===== src/rtl/seq_pkg.sv =====
// rtl/seq_pkg.sv - shared types and field constants for the program sequencer
package seq_pkg;

    typedef enum logic [1:0] {
        S_IDLE  = 2'd0,
        S_FETCH = 2'd1,
        S_EXEC  = 2'd2,
        S_MEMW  = 2'd3
    } state_t;

    localparam int INST_W     = 13;
    localparam int OFF_HI_MSB = 5;
    localparam int OFF_HI_LSB = 4;
    localparam int OFF_LO_MSB = 1;
    localparam int OFF_LO_LSB = 0;

    // Branch offset is split across the IR: {IR[5:4], IR[1:0]}, two's complement.
    function automatic logic [3:0] ir_offset(input logic [INST_W-1:0] ir);
        return {ir[OFF_HI_MSB:OFF_HI_LSB], ir[OFF_LO_MSB:OFF_LO_LSB]};
    endfunction

endpackage


===== src/rtl/program_sequencer_if.sv =====
// rtl/program_sequencer_if.sv - instruction/data memory handshake and write strobes
interface program_sequencer_if #(
    parameter int PC_W = 8
);
    logic                       imem_req;
    logic [PC_W-1:0]            imem_addr;
    logic                       imem_ack;
    logic [seq_pkg::INST_W-1:0] imem_data;
    logic                       dmem_req;
    logic                       dmem_ack;
    logic                       reg_we;
    logic                       mem_we;

    modport master (
        output imem_req, imem_addr,
        input  imem_ack, imem_data,
        output dmem_req,
        input  dmem_ack,
        output reg_we, mem_we
    );

    modport slave (
        input  imem_req, imem_addr,
        output imem_ack, imem_data,
        input  dmem_req,
        output dmem_ack,
        input  reg_we, mem_we
    );
endinterface


===== src/rtl/pc_next_logic.sv =====
// rtl/pc_next_logic.sv - combinational next-PC selector (increment, branch, jump)
module pc_next_logic
    import seq_pkg::*;
#(
    parameter int PC_W = 8
) (
    input  logic [PC_W-1:0] i_pc,
    input  logic [3:0]      i_off,
    input  logic            i_pl,
    input  logic            i_jb,
    input  logic            i_bc,
    input  logic            i_z,
    input  logic            i_n,
    input  logic [PC_W-1:0] i_jump_target,
    output logic [PC_W-1:0] o_pc_next
);
    logic [PC_W-1:0] w_off_ext;
    logic [PC_W-1:0] w_pc_inc;
    logic            w_taken;

    assign w_off_ext = {{(PC_W-4){i_off[3]}}, i_off};
    assign w_pc_inc  = i_pc + PC_W'(1);
    // bc selects which flag qualifies the conditional branch.
    assign w_taken   = i_bc ? i_n : i_z;

    always_comb begin
        o_pc_next = w_pc_inc;
        if (i_pl) begin
            if (i_jb)
                o_pc_next = i_jump_target;
            else if (w_taken)
                o_pc_next = i_pc + w_off_ext;
        end
    end
endmodule


===== src/rtl/program_sequencer.sv =====
// rtl/program_sequencer.sv - fetch/execute controller owning PC, IR and the commit cycle
module program_sequencer
    import seq_pkg::*;
#(
    parameter int              PC_W     = 8,
    parameter logic [PC_W-1:0] RESET_PC = '0,
    parameter int              CNT_W    = 16
) (
    input  logic                clk,
    input  logic                rst_n,
    input  logic                run,
    input  logic                step,
    program_sequencer_if.master bus,
    output logic [INST_W-1:0]   inst,
    input  logic                pl,
    input  logic                jb,
    input  logic                bc,
    input  logic                md,
    input  logic                mw,
    input  logic                rw,
    input  logic                z,
    input  logic                n,
    input  logic [PC_W-1:0]     jump_target,
    output logic [PC_W-1:0]     pc,
    output logic                busy,
    output logic [CNT_W-1:0]    retired
);
    state_t            r_state;
    logic [PC_W-1:0]   r_pc;
    logic [INST_W-1:0] r_ir;
    logic [CNT_W-1:0]  r_retired;
    logic              r_step;

    logic              w_mem_op;
    logic              w_commit;
    logic [PC_W-1:0]   w_pc_next;
    logic [3:0]        w_off;

    assign w_mem_op = md | mw;
    assign w_off    = ir_offset(r_ir);

    // Commit is qualified by rst_n so an ack landing in the reset cycle never writes.
    always_comb begin
        w_commit = 1'b0;
        if (rst_n) begin
            case (r_state)
                S_EXEC:  w_commit = !w_mem_op || bus.dmem_ack;
                S_MEMW:  w_commit = bus.dmem_ack;
                default: w_commit = 1'b0;
            endcase
        end
    end

    pc_next_logic #(.PC_W(PC_W)) u_pc_next (
        .i_pc          (r_pc),
        .i_off         (w_off),
        .i_pl          (pl),
        .i_jb          (jb),
        .i_bc          (bc),
        .i_z           (z),
        .i_n           (n),
        .i_jump_target (jump_target),
        .o_pc_next     (w_pc_next)
    );

    always_ff @(posedge clk) begin
        if (!rst_n) begin
            r_state   <= S_IDLE;
            r_pc      <= RESET_PC;
            r_ir      <= '0;
            r_retired <= '0;
            r_step    <= 1'b0;
        end else begin
            case (r_state)
                S_IDLE: begin
                    if (run || step) begin
                        r_step  <= step;
                        r_state <= S_FETCH;
                    end
                end
                S_FETCH: begin
                    if (bus.imem_ack) begin
                        r_ir    <= bus.imem_data;
                        r_state <= S_EXEC;
                    end
                end
                S_EXEC: begin
                    if (!w_commit)
                        r_state <= S_MEMW;
                end
                S_MEMW: ;
                default: r_state <= S_IDLE;
            endcase
            if (w_commit) begin
                r_pc      <= w_pc_next;
                r_retired <= r_retired + CNT_W'(1);
                r_step    <= 1'b0;
                r_state   <= (run && !r_step) ? S_FETCH : S_IDLE;
            end
        end
    end

    assign bus.imem_req  = rst_n && (r_state == S_FETCH);
    assign bus.imem_addr = r_pc;
    assign bus.dmem_req  = rst_n && (((r_state == S_EXEC) && w_mem_op) || (r_state == S_MEMW));
    assign bus.reg_we    = rw & w_commit;
    assign bus.mem_we    = mw & w_commit;

    assign inst    = r_ir;
    assign pc      = r_pc;
    assign busy    = (r_state != S_IDLE);
    assign retired = r_retired;
endmodule


===== src/flat_wrapper.sv =====
// flat-port wrapper written by rule: the top's interface ports become plain ports
module program_sequencer_flat import seq_pkg::*;
#(
    parameter int              PC_W     = 8,
    parameter logic [PC_W-1:0] RESET_PC = '0,
    parameter int              CNT_W    = 16
)
  (clk, rst_n, run, step, inst, pl, jb, bc, md, mw, rw, z, n, jump_target, pc, busy, retired, bus_imem_req, bus_imem_addr, bus_imem_ack, bus_imem_data, bus_dmem_req, bus_dmem_ack, bus_reg_we, bus_mem_we);
  program_sequencer_if #(.PC_W(PC_W)) bus_i ();
  input  logic clk;
  input  logic rst_n;
  input  logic run;
  input  logic step;
  output logic [INST_W-1:0] inst;
  input  logic pl;
  input  logic jb;
  input  logic bc;
  input  logic md;
  input  logic mw;
  input  logic rw;
  input  logic z;
  input  logic n;
  input  logic [PC_W-1:0] jump_target;
  output logic [PC_W-1:0] pc;
  output logic busy;
  output logic [CNT_W-1:0] retired;
  output wire logic [$bits(bus_i.imem_req)-1:0] bus_imem_req;
  output wire logic [$bits(bus_i.imem_addr)-1:0] bus_imem_addr;
  input wire logic [$bits(bus_i.imem_ack)-1:0] bus_imem_ack;
  input wire logic [$bits(bus_i.imem_data)-1:0] bus_imem_data;
  output wire logic [$bits(bus_i.dmem_req)-1:0] bus_dmem_req;
  input wire logic [$bits(bus_i.dmem_ack)-1:0] bus_dmem_ack;
  output wire logic [$bits(bus_i.reg_we)-1:0] bus_reg_we;
  output wire logic [$bits(bus_i.mem_we)-1:0] bus_mem_we;
  assign bus_imem_req = bus_i.imem_req;
  assign bus_imem_addr = bus_i.imem_addr;
  assign bus_i.imem_ack = bus_imem_ack;
  assign bus_i.imem_data = bus_imem_data;
  assign bus_dmem_req = bus_i.dmem_req;
  assign bus_i.dmem_ack = bus_dmem_ack;
  assign bus_reg_we = bus_i.reg_we;
  assign bus_mem_we = bus_i.mem_we;
  program_sequencer #(.PC_W(PC_W), .RESET_PC(RESET_PC), .CNT_W(CNT_W)) u_core (.clk(clk), .rst_n(rst_n), .run(run), .step(step), .bus(bus_i), .inst(inst), .pl(pl), .jb(jb), .bc(bc), .md(md), .mw(mw), .rw(rw), .z(z), .n(n), .jump_target(jump_target), .pc(pc), .busy(busy), .retired(retired));
endmodule

===== config.mk =====
export PLATFORM = sky130hd
export DESIGN_NAME = program_sequencer_flat
export DESIGN_NICKNAME = d
export VERILOG_FILES = /design/src/rtl/seq_pkg.sv /design/src/rtl/program_sequencer_if.sv /design/src/rtl/pc_next_logic.sv /design/src/rtl/program_sequencer.sv /design/src/flat_wrapper.sv
export SDC_FILE = /design/constraint.sdc
export NUM_CORES = 1
export LEC_CHECK = 0
export BUFFER_PORTS_ARGS = -buffer_cell sky130_fd_sc_hd__buf_4
export CAP_MARGIN = 20
export CORE_UTILIZATION = 54
export DETAILED_ROUTE_END_ITERATION = 6
export PLACE_DENSITY = 0.81
export SYNTH_ARGS = -nofsm -noshare
export SYNTH_HDL_FRONTEND = slang
export SYNTH_SLANG_ARGS = --single-unit

===== constraint.sdc =====
create_clock -name clk -period 6.5 [get_ports clk]
set_input_delay 1.95 -clock clk [delete_from_list [all_inputs] [get_ports clk]]
set_output_delay 1.95 -clock clk [all_outputs]
set_load 0.1 [all_outputs]

== Word-level counts from Yosys, hierarchy flattened ==
Cells that the tools add are included.

* $add $sub $neg: 3
* Eq/ne operators: 5
* Multiplexer cells: 11
* Bitwise operators: 4
* Reduce and logical (&&, ||, !) cells: 16

{| class="wikitable"
|+ Operator list
! kind !! number
|-
| two-way mux 8 bit || 3
|-
| adder 16 x 1 -> 16 bit (second input constant) || 1
|-
| adder 8 x 1 -> 8 bit (second input constant) || 1
|-
| adder 8 bit || 1
|-
| two-way mux 2 bit || 3
|-
| case mux 2 bit (3 select lines) || 1
|-
| == test 2 bit (second input constant) || 2
|-
| logical AND 1 bit || 4
|-
| AND reduction 2 bit || 2
|-
| nonzero test 4 bit || 1
|-
| logical OR 1 bit || 3
|-
| two-way mux 1 bit || 3
|-
| != test 3 x 1 -> 1 bit (second input constant) || 1
|-
| != test 3 x 2 -> 1 bit (second input constant) || 1
|-
| AND reduction 3 bit || 1
|-
| bitwise AND 1 bit || 2
|-
| == test 2 x 1 -> 1 bit (second input constant) || 1
|-
| logical NOT 1 bit || 2
|-
| logical NOT 2 bit || 1
|-
| case mux 1 bit (2 select lines) || 1
|-
| nonzero test 2 bit || 1
|-
| OR reduction 2 bit || 1
|-
| NOT 1 bit || 1
|-
| bitwise OR 1 bit || 1
|}

* Register bits after elaboration: 40
* Input bits: 35
* Output and inout port bits: 50
* Word-level logic and storage cells: 44

== Longest topological paths before layout ==
* Depth in word-level cells: 7
* Mapped depth: 9
* Gate-level depth less buffers: 8

== Modules after synthesis ==
From an unflattened synthesis, not the netlist that was laid out.

* Cell total of the unflattened synthesis: 311
* Area, all modules: 2406.1 µm²

{| class="wikitable"
|+ Modules (own cells, without submodules)
! module !! times used !! cells an instance !! area an instance (µm²) !! seq. area each (µm²)
|-
| program_sequencer || 1 || 223 || 1810.5 || 800.8
|-
| pc_next_logic || 1 || 88 || 595.6 || 0.0
|}

== Least setup slack after synthesis ==
OpenSTA, ideal clock, no wires.

* Kind: in2out
* Start: input port rst_n
* End: output port bus_dmem_req
* Data arrival time: 3653 ps
* Required time: 4550 ps
* Setup slack: 897 ps
* Stages on the path: 3
* Buffers on the path: 1
* Cell sequence: inv_2 clkbuf_1 a21oi_1

* Word-level cells in the longest chain between the ends: 1

{| class="wikitable"
|+ RTL lines
! item !! line !! source
|-
| from (decl) || flat_wrapper.sv:11 || <nowiki>input logic rst_n;</nowiki>
|-
| logical AND 1 bit || program_sequencer.sv:105 || <nowiki>assign bus.dmem_req = rst_n && (((r_state == S_EXEC) && w_mem_op) || (r_state == S_MEMW));</nowiki>
|-
| to (decl) || flat_wrapper.sv:31 || <nowiki>output wire logic [$bits(bus_i.dmem_req)-1:0] bus_dmem_req;</nowiki>
|}

Every way passes these cells.

== Worst setup path after layout ==
* Start: input port mw
* End: output port bus_reg_we

* Word-level cells in the longest chain between the ends: 6

{| class="wikitable"
|+ RTL lines
! item !! line !! source
|-
| from (decl) || flat_wrapper.sv:19 || <nowiki>input logic mw;</nowiki>
|-
| bitwise OR 1 bit || program_sequencer.sv:39 || <nowiki>assign w_mem_op = md | mw;</nowiki>
|-
| logical NOT 1 bit || program_sequencer.sv:47 || <nowiki>S_EXEC: w_commit = !w_mem_op || bus.dmem_ack;</nowiki>
|-
| logical OR 1 bit || program_sequencer.sv:47 ||
|-
| case mux 1 bit (2 select lines) || program_sequencer.sv:46 || <nowiki>case (r_state)</nowiki>
|-
| two-way mux 1 bit || program_sequencer.sv:45 || <nowiki>if (rst_n) begin</nowiki>
|-
| bitwise AND 1 bit || program_sequencer.sv:106 || <nowiki>assign bus.reg_we = rw & w_commit;</nowiki>
|-
| to (decl) || flat_wrapper.sv:33 || <nowiki>output wire logic [$bits(bus_i.reg_we)-1:0] bus_reg_we;</nowiki>
|}

Every way passes these cells.

==> results.cfg <==
[synth]
synth_edf_count = 0
yosysTopAreaCell = dfxtp_1
synth_area_leaders = dfxtp_1 33%, nand2_1 7.2%, ha_1 6.7%
synth_fp_nets = 363
synth_area_per_cell_sq_um = 7.77
synth_commonest_cells = 47 x nand2_1, 40 x dfxtp_1, 29 x a21oi_1
netlist.area_leader.share_pct = 32.8
synthCells = 314
ys_ff_latch = 40
ys_types = 48
synthArstFlopShare_pct = 0
syn_area_sq_um = 2440
synth.most_common_cell = nand2_1
seq_area_frac_synth_pct = 32.8
synth_ff_type = dfxtp_1
yosysWarnings = 0

[grt]
overflow = 0
grt_pass1_wl_um = 10200
grt_pass1_vias = 2308
antenna_found_initial = 0
grt_max_degree = 35
grt_usage_pct = 25.7

[clocking]
clock-sinks = 40
insertion_delay_ps = 290
post-cts-setup-buffers = 0
cts_tree = done
path_clk_slew_ps = 70
cts_buffers = 5
ctsRootBufferMaster = clkbuf_8
post_cts_resized = 0
clockBufferDepth = 2
ctsHoldBuffers = 0
cts-htree-levels = 2

[sta]
finalSetupViolCount = 0
hold_violations = 0
fin_skew_ps = 7.08
tns_ps = 0
slew_violations = 0
relSlewSlack_pct = 60.9
fmax_ghz = 0.199
min_period_ps = 5040
worstMarginPinSlew_ps = 585
grt_setup_unrepaired = no
fin_crit_sh_pct = 77.5

[floorplan]
initial_core_util_pct = 56.1
die_x_um = 69.2
chipHeight_um = 69.2
rows = 24
core-area_sq_um = 4350
die-area_sq_um = 4790
io_pins = 85

[worst_setup_path]
r2r-end = u_core.bus.imem_addr[6]
critical_path.startpoint_type = input port
rr_worst_depth = 8
crit_type = input port to output port
crit_start = mw
required_ps = 4550
ff2ff_setup_slack_ps = 4270
r2r-start = u_core.bus.imem_addr[0]
worstSetupEndpointType = output port
endpoint = bus_reg_we
cp_max_fo = 10
cp.arrival_ps = 3090

[flow_run]
cap_violations = 0

[place]
place_area_sq_um = 3040
gp_congestion = 0.825
place_hpwl_um = 4580
place_inst = 431
numPortBuffers = 84

[cells_and_area]
post-route-util_pct = 72.0
final_cells = 439
stdcell_area_sq_um = 3130
n_antenna_cell = 0
num-nets-final = 435
drive_above_1_share_pct = 26.1
fillCellCount = 374
synthToLayoutAreaGrowth_pct = 28.4

[power_and_ir_drop]
power_leakage_uw = 0.00131
powerDensity_nw_per_um2 = 290
finalPower_uw = 909
ir_worst_vdd_v = 0.000241

[status]
outcome = completed

[route]
vias = 2463
routed_via_density = 5.61
drc_errors = 0
drtAntennaViolNets = 0
drt_iter0_markers = 138
wirelength_um = 6090
first_pass_iters = 4
wl_per_cell_um = 13.9

[worst_hold_path]
hold_path_class = flip-flop to flip-flop
==> worst max-delay path, cell delays in order <==
cell and delay [ps]:
buf_4 120, o21ba_2 220, nor2_1 150, buf_4 200
and3_1 160, buf_4 280
==> worst min-delay path by stage <==
stage | from | endpoint | cells past startpoint
final | u_core.inst[11] | u_core.inst[11] | 2
after global routing | u_core.inst[10] | u_core.inst[10] | 2
after CTS | u_core.inst[11] | u_core.inst[11] | 2
after detailed placement | u_core.inst[11] | u_core.inst[11] | 2
after global placement | u_core.inst[11] | u_core.inst[11] | 2
after floorplan | u_core.r_step | u_core.r_step | 2
==> area by class of cell <==
class | instances | area [sq um] | share of cell area (%)
Timing Repair Buffer | 85 | 638 | 20.4
Tap cell | 52 | 65.1 | 2.08
Clock inverter | 2 | 13.8 | 0.439
Multi-Input combinational cell | 234 | 1460 | 46.5
Sequential cell | 40 | 801 | 25.5
Clock buffer | 6 | 82.6 | 2.63
Inverter | 20 | 75.1 | 2.40
==> per-stage QoR <==
step           setup WS [ps]  hold slack, ps
3_3_place_gp            1490             444
2_1_floorplan            897             466
3_5_place_dp            1470             449
5_1_grt                 1430             483
4_1_cts                 1470             460
6_report                1460             455
==> where the power goes <==
part,internal [uW],switching [uW],leakage [uW],total [uW]
registers,270,29.7,0.000324,299
logic,111,325,0.000939,435
clock network,86.8,87.4,0.0000516,174
total,467,442,0.00131,909
==> sequential cells by signal, summed over array words and instances (netlist names) <==
name,cells
u_core.r_step,1
u_core.bus.imem_addr,8
u_core.retired,16
u_core.inst,13
u_core.r_state,2
==> cells in the final DEF (no fill, tap or decap), drive strengths merged, types with 2 or more instances in the layout <==
cell type,Yosys,final
o41ai,6,6
o21a,2,2
mux2i,5,5
xnor2,14,14
clkbuf,11,6
inv,20,21
a31oi,4,4
buf,9,85
or2,2,2
a21oi,29,29
xor2,2,2
nor3,8,8
a211oi,3,3
or3,4,4
and4,3,3
o21ai,14,14
nor4,5,5
nand2,47,47
or4b,2,2
o211ai,5,5
nor3b,2,2
a21o,2,2
dfxtp,40,40
or4,3,3
nand4,2,2
and2,3,3
ha,13,13
nor2,22,22
nand3,12,12
mux2,2,2
nor2b,3,3
and3,3,3
==> layer usage <==
metal  up-vias  track usage, %  part of all wire (%)  wire length, um
met3        13            7.27                   6.0              365
met1      1123            32.1                    45             2750
met2        82            43.6                    47             2890
met5         -               0                     0                0
met4         0            6.35                   1.4               85
li1       1245               -                     -                -
==> cells by family (layout without fill, tap and decap cells) <==
family / count (synthesis) / after routing / share of synthesized area (%)
xor+xnor: 16 / 16 / 5.74
fa+ha+maj: 14 / 14 / 7.48
buf+inv: 40 / 113 / 7.43
simple gates: 122 / 122 / 24.1
compound gates: 75 / 75 / 19.4
mux: 7 / 7 / 2.97
flops: 40 / 40 / 32.8
Note: power is estimated with default switching activity, not from simulation.
